==> config.mk <==
export PLATFORM = sky130hd
export DESIGN_NAME = noc_trace_tap
export DESIGN_NICKNAME = d
export VERILOG_FILES = /design/src/rtl/noc_trace_tap.sv
export SDC_FILE = /design/constraint.sdc
export NUM_CORES = 1
export LEC_CHECK = 0
export BUFFER_PORTS_ARGS = -buffer_cell sky130_fd_sc_hd__buf_2
export CAP_MARGIN = 20
export CORE_MARGIN = 3
export CORE_UTILIZATION = 64
export CTS_CLUSTER_DIAMETER = 80
export DETAILED_ROUTE_END_ITERATION = 10
export PLACE_DENSITY_LB_ADDON = 0.1
export SLEW_MARGIN = 20
export SYNTH_ARGS = -nofsm -noshare
export SYNTH_HDL_FRONTEND = slang
export SYNTH_SLANG_ARGS = --single-unit
==> constraint.sdc <==
create_clock -name clk -period 10.7 [get_ports clk]
set_input_delay 1.07 -clock clk [delete_from_list [all_inputs] [get_ports clk]]
set_output_delay 1.07 -clock clk [all_outputs]
set_load 0.02 [all_outputs]
==> src/rtl/noc_trace_tap.sv <==
`default_nettype none
// ============================================================================
// Module   : noc_trace_tap
// Purpose  : Taps up to NE NoC endpoint flit streams into per-endpoint queues
//            and merges them round-robin into one trace word stream for a
//            downstream trace_buffer. Drops are counted and flagged.
// Ports    : clk, reset          - clock, synchronous active-high reset
//            flit_in_all         - NE flits, endpoint i at [(i+1)*Fw-1 : i*Fw]
//            flit_in_wr_all      - per-endpoint flit-valid strobes
//            trace_en            - capture enable (queues still drain when 0)
//            tb_full             - backpressure from trace_buffer
//            tb_din / tb_wr      - registered trace word and write strobe
//            drop_cnt            - saturating count of dropped flits
//            overflow            - sticky drop indicator
// Config   : NOC_TRACE_HDR_ONLY_EN - when defined, only header flits are
//            captured; body/tail flits are ignored (never counted as drops).
// Revision : 1.0 - initial release
// ============================================================================
module noc_trace_tap #(
  parameter int NE   = 4,
  parameter int Fw   = 36,
  parameter int Fpay = 32,
  parameter int QD   = 4
) (
  input  logic               clk,
  input  logic               reset,
  input  logic [NE*Fw-1:0]   flit_in_all,
  input  logic [NE-1:0]      flit_in_wr_all,
  input  logic               trace_en,
  input  logic               tb_full,
  output logic [Fpay-1:0]    tb_din,
  output logic               tb_wr,
  output logic [15:0]        drop_cnt,
  output logic               overflow
);

  localparam int AW = $clog2(QD);
  localparam int CW = AW + 1;
  localparam int PW = (NE > 1) ? $clog2(NE) : 1;
  localparam logic [CW-1:0] C_QD = CW'(QD);

  // Queue storage and bookkeeping
  logic [Fpay-1:0] mem_q    [NE][QD];
  logic [Fpay-1:0] mem_d    [NE][QD];
  logic [AW-1:0]   wr_ptr_q [NE];
  logic [AW-1:0]   wr_ptr_d [NE];
  logic [AW-1:0]   rd_ptr_q [NE];
  logic [AW-1:0]   rd_ptr_d [NE];
  logic [CW-1:0]   cnt_q    [NE];
  logic [CW-1:0]   cnt_d    [NE];

  logic [PW-1:0]   rr_q, rr_d;
  logic [Fpay-1:0] tb_din_q, tb_din_d;
  logic            tb_wr_q, tb_wr_d;
  logic [15:0]     drop_cnt_q, drop_cnt_d;
  logic            overflow_q, overflow_d;

  logic [Fpay-1:0] entry [NE];
  logic [NE-1:0]   eligible;
  logic [NE-1:0]   push_req;
  logic [NE-1:0]   push_ok;
  logic [NE-1:0]   drop;
  logic [NE-1:0]   nonempty;
  logic [NE-1:0]   grant;
  logic [PW-1:0]   gnt_idx;
  logic [PW-1:0]   cand;
  logic            found;
  logic [3:0]      ndrop;
  logic [16:0]     drop_sum;

  // Only part of each flit is carried into the trace word.
  logic unused_flit_bits;
  assign unused_flit_bits = ^flit_in_all;

  // --------------------------------------------------------------------------
  // Per-endpoint capture qualification and entry formatting
  // --------------------------------------------------------------------------
  for (genvar gi = 0; gi < NE; gi++) begin : g_ep
    logic [Fw-1:0] flit;
    assign flit = flit_in_all[gi*Fw +: Fw];
`ifdef NOC_TRACE_HDR_ONLY_EN
    assign eligible[gi] = flit[Fw-1];
`else
    assign eligible[gi] = 1'b1;
`endif
    assign entry[gi]    = {3'(gi), flit[Fw-1], flit[Fw-2], flit[Fpay-6:0]};
    assign push_req[gi] = flit_in_wr_all[gi] & trace_en & eligible[gi];
    assign nonempty[gi] = (cnt_q[gi] != '0);
  end

  // --------------------------------------------------------------------------
  // Round-robin arbiter: first non-empty queue at or after the pointer.
  // --------------------------------------------------------------------------
  always_comb begin
    grant   = '0;
    gnt_idx = '0;
    cand    = '0;
    found   = 1'b0;
    rr_d    = rr_q;
    if (!tb_full) begin
      for (int k = 0; k < NE; k++) begin
        cand = PW'((int'(rr_q) + k) % NE);
        if (!found && nonempty[cand]) begin
          found       = 1'b1;
          grant[cand] = 1'b1;
          gnt_idx     = cand;
        end
      end
    end
    if (found) begin
      rr_d = (gnt_idx == PW'(NE - 1)) ? '0 : gnt_idx + 1'b1;
    end
  end

  // --------------------------------------------------------------------------
  // Queue update. A full queue still accepts a push when it is popped in the
  // same cycle, so only push-into-full-without-pop is a drop.
  // --------------------------------------------------------------------------
  always_comb begin
    mem_d = mem_q;
    ndrop = '0;
    for (int i = 0; i < NE; i++) begin
      wr_ptr_d[i] = wr_ptr_q[i];
      rd_ptr_d[i] = rd_ptr_q[i];
      cnt_d[i]    = cnt_q[i];
      push_ok[i]  = push_req[i] & ((cnt_q[i] != C_QD) | grant[i]);
      drop[i]     = push_req[i] & (cnt_q[i] == C_QD) & ~grant[i];
      ndrop       = ndrop + 4'(drop[i]);
      if (push_ok[i]) begin
        mem_d[i][wr_ptr_q[i]] = entry[i];
        wr_ptr_d[i]           = wr_ptr_q[i] + 1'b1;
      end
      if (grant[i]) begin
        rd_ptr_d[i] = rd_ptr_q[i] + 1'b1;
      end
      case ({push_ok[i], grant[i]})
        2'b10:   cnt_d[i] = cnt_q[i] + 1'b1;
        2'b01:   cnt_d[i] = cnt_q[i] - 1'b1;
        default: cnt_d[i] = cnt_q[i];
      endcase
    end
  end

  // --------------------------------------------------------------------------
  // Output word, drop counter (saturating, k drops add k) and sticky flag
  // --------------------------------------------------------------------------
  always_comb begin
    tb_wr_d    = found;
    tb_din_d   = found ? mem_q[gnt_idx][rd_ptr_q[gnt_idx]] : '0;
    drop_sum   = {1'b0, drop_cnt_q} + 17'(ndrop);
    drop_cnt_d = drop_sum[16] ? 16'hFFFF : drop_sum[15:0];
    overflow_d = overflow_q | (|drop);
  end

  always_ff @(posedge clk) begin
    if (reset) begin
      for (int i = 0; i < NE; i++) begin
        wr_ptr_q[i] <= '0;
        rd_ptr_q[i] <= '0;
        cnt_q[i]    <= '0;
      end
      rr_q       <= '0;
      tb_din_q   <= '0;
      tb_wr_q    <= 1'b0;
      drop_cnt_q <= '0;
      overflow_q <= 1'b0;
    end else begin
      for (int i = 0; i < NE; i++) begin
        wr_ptr_q[i] <= wr_ptr_d[i];
        rd_ptr_q[i] <= rd_ptr_d[i];
        cnt_q[i]    <= cnt_d[i];
      end
      rr_q       <= rr_d;
      tb_din_q   <= tb_din_d;
      tb_wr_q    <= tb_wr_d;
      drop_cnt_q <= drop_cnt_d;
      overflow_q <= overflow_d;
    end
  end

  // Storage needs no reset: entries are only read while counted as valid.
  always_ff @(posedge clk) begin
    mem_q <= mem_d;
  end

  assign tb_din   = tb_din_q;
  assign tb_wr    = tb_wr_q;
  assign drop_cnt = drop_cnt_q;
  assign overflow = overflow_q;

endmodule
`default_nettype wire

==> results_dict.tcl <==
set metrics [dict create \
    synth-edff-count 464 \
    tightest_slew_ns 1.16 \
    syn_to_final_growth_pct 12.0 \
    async_flop_share 0 \
    grt_pass1_vias 15703 \
    postCtsResizedCells 0 \
    timing.final.crit_share 0.572 \
    synth_cells 1698 \
    rsz0062_at_grt "false" \
    synth_most_common_cell "edfxtp_1" \
    synth_top_family_by_area "compound AO/OA/AOI/OAI gates" \
    period_minus_slack_ns 6.12 \
    worstSetupPathType "reg2reg" \
    gp_congestion 0.817 \
    slew_headroom 0.228 \
    hold_class "reg2reg" \
    ys_types 57 \
    synth_flop_cell "edfxtp_1" \
    finalPower_mw 8.32 \
    clk_latency_ns 0.61 \
    antenna_found_initial 16 \
    crit_path_end_kind "flop" \
    synth_area_leader_cell "edfxtp_1" \
    clock_path_buffers 3 \
    pwr-share-seq 0.303 \
    die_w_um 196 \
    drv_slew 0 \
    via_per_inst 7.01 \
    pwr-share-clk 0.225 \
    p_int_mw 4.75 \
    grtUsageMet2 0.494 \
    fin_skew_ns 0.0213 \
    post_cts_buffers 0 \
    drt_iter0_markers 1949 \
    synth_area_leaders "edfxtp_1 (60%), dfxtp_1 (6.9%), o21ai_0 (5.4%)" \
    nNetsFinal 1968 \
    synth_seq_area_share 0.673 \
    die_area_sq_um 38400 \
    critPathMaxFanout 17 \
    synth_nets 1885 \
    start_kind "flop" \
    initial_core_util 0.658 \
    synthXorXnorAreaFrac 0.0114 \
    ant_nets 0 \
    grt_max_degree 169 \
    cts.sinks 543 \
    top_usage_layer "met2" \
    coreArea_sq_um 35100 \
    power.density_nw_per_um2 322 \
    synth-compound-area-share 0.168 \
    switching_share 0.429 \
    gr-usage-all-layers 0.316 \
    switchingPower_mw 3.57 \
    hold_viol_final 0 \
    outcome "finished clean" \
    htree_levels 2 \
    first_pass_iters 6 \
    numCtsBuffers 53 \
    cts_tree "built" \
    routed_wl_mm 61.7 \
    layout-drive-gt1-share 0.172 \
    drc 0 \
    ys_ff_latch 543 \
    grt.met3_usage 0.0550 \
    p_leak_nw 8.26 \
    synth_adder_area_share 0.0213 \
    ys_warn_count 0 \
    wire_per_inst_um 27.0 \
    synth_area_sq_um 23100 \
    overflow 0 \
    clock-root-buffer "clkbuf_16" \
    use_met1 0.446 \
    grt_pass1_wl_mm 92.4 \
    nFillCells 2299 \
    cap_viol_max_count 0 \
    cts.clk_slew.worst_paths_ns 0.06 \
    num_rows 68 \
    power_frac_comb 0.472 \
    peakVddDrop_v 0.000400 \
    synth-simple-area-share 0.0557 \
    ios 202 \
    vias 16020 \
    io_buffers 172 \
    synth_common_cells "edfxtp_1 (464), o21ai_0 (248), clkbuf_1 (137), nand3_1 (128), a32oi_1 (117)" \
    fin_tns_setup_ns 0 \
    die_h_um 196 \
    hold_buffers 0 \
    hpwl_mm 32.4 \
    final_core_util 0.737 \
    finalSetupViolations 0 \
    critPathArrivalTime_ns 6.65 \
    cp_data_required_time_ns 11.23 \
    max_freq_ghz 0.164 \
    synth_top_area_frac 0.604 \
    synth_mux_area_frac 0.0331 \
    synth_area_per_cell_sq_um 13.6 \
]
metrics by stage:
step / instance area (sq um) / std cells / hold WS (ns) / setup WS (ns)
2_1_floorplan: 23100 / 1698 / 0.473 / 6.13
3_3_place_gp: 24000 / 2179 / 0.492 / 4.74
3_5_place_dp: 24000 / 2180 / 0.510 / 4.64
4_1_cts: 25800 / 2279 / 0.527 / 4.62
5_1_grt: 25800 / 2286 / 0.547 / 4.02
6_report: 25800 / 2286 / 0.525 / 4.58
cell usage in the layout, fill, tap and decap left out, types with 7 or more instances in the layout:
cell | netlist | final
a2111oi_0 | 116 | 116
a21oi_1 | 25 | 25
a32oi_1 | 117 | 117
and2_2 | 0 | 13
buf_2 | 16 | 171
buf_4 | 8 | 20
clkbuf_1 | 137 | 19
clkbuf_16 | 0 | 53
clkbuf_8 | 0 | 12
dfxtp_1 | 79 | 79
edfxtp_1 | 464 | 464
fa_1 | 7 | 7
ha_1 | 28 | 28
inv_1 | 34 | 33
mux2i_1 | 64 | 64
nand2_1 | 19 | 19
nand3_1 | 128 | 128
nor2_1 | 40 | 39
nor3_1 | 11 | 11
o21ai_0 | 248 | 248
o22ai_1 | 33 | 33
or3_1 | 11 | 10
xnor2_1 | 15 | 15
xor2_1 | 15 | 15
worst max-delay path, stage by stage (launching register included):
cell	delay (ns)
dfxtp_1	0.84
inv_1	0.36
ha_1	0.52
or3_1	0.41
a211oi_1	0.41
o21ai_0	0.18
a21oi_1	0.56
or3_1	0.26
fa_1	0.43
inv_1	0.09
fa_1	0.21
fa_1	0.28
nand2_1	0.10
nor3_1	0.48
nand4_1	0.56
o21a_1	0.28
nor2_1	0.07
cell families (layout without fill, tap and decap cells):
| group | count (synthesis) | in the layout |
|---|---|---|
| xor gates and xnor gates | 30 | 30 |
| other | 1 | 7 |
| and+or+nand+nor | 249 | 249 |
| DFF | 543 | 543 |
| buffers and inverters | 203 | 330 |
| adders and majority gates | 35 | 35 |
| AOI/OAI and AO/OA | 567 | 567 |
| muxes | 70 | 70 |
area by class of cell:
cell class / instances / area [sq um] / area share
Multi-Input combinational cell: 952 / 6760 / 0.262
Timing Repair Buffer: 197 / 1090 / 0.0423
Inverter: 34 / 130 / 0.00504
Tap cell: 455 / 569 / 0.0220
Clock buffer: 83 / 1550 / 0.0600
Sequential cell: 543 / 15500 / 0.601
Antenna cell: 6 / 15.0 / 0.000581
Clock inverter: 16 / 206 / 0.00799
worst paths after layout:
| kind | from | to | slack [ns] | cells after the start |
|---|---|---|---|---|
| max | rr_q[0] | drop_cnt[8] | 4.58 | 16 |
| min | rd_ptr_q[0][1] | rd_ptr_q[0][1] | 0.53 | 2 |
| max reg2reg | rr_q[0] | drop_cnt[8] | 4.58 | 16 |
| min reg2reg | rd_ptr_q[0][1] | rd_ptr_q[0][1] | 0.53 | 2 |
registers in the layout, indices dropped and copies added (netlist names):
| signal | count |
|---|---|
| mem_q | 464 |
| tb_din | 31 |
| drop_cnt | 16 |
| cnt_q | 12 |
| rd_ptr_q | 8 |
| wr_ptr_q | 8 |
| rr_q | 2 |
| overflow | 1 |
| tb_wr | 1 |
per-layer routing:
layer / part of all wire / vias to the layer above / wire (um)
li1: - / 6984 / -
met1: 0.39 / 7919 / 24000
met2: 0.48 / 941 / 29500
met3: 0.10 / 156 / 6250
met4: 0.029 / 20 / 1800
met5: 0.0020 / - / 123
power groups by stage:
stage          Combinational [mW]  Clock (mW)  Sequential [mW]
2_1_floorplan                2.88           0             2.58
3_3_place_gp                 3.63           0             2.56
3_5_place_dp                 3.77           0             2.56
4_1_cts                      3.79        1.89             2.52
5_1_grt                      4.22        1.98             2.53
6_report                     3.92        1.88             2.52
(Power assumes the default switching activity.)
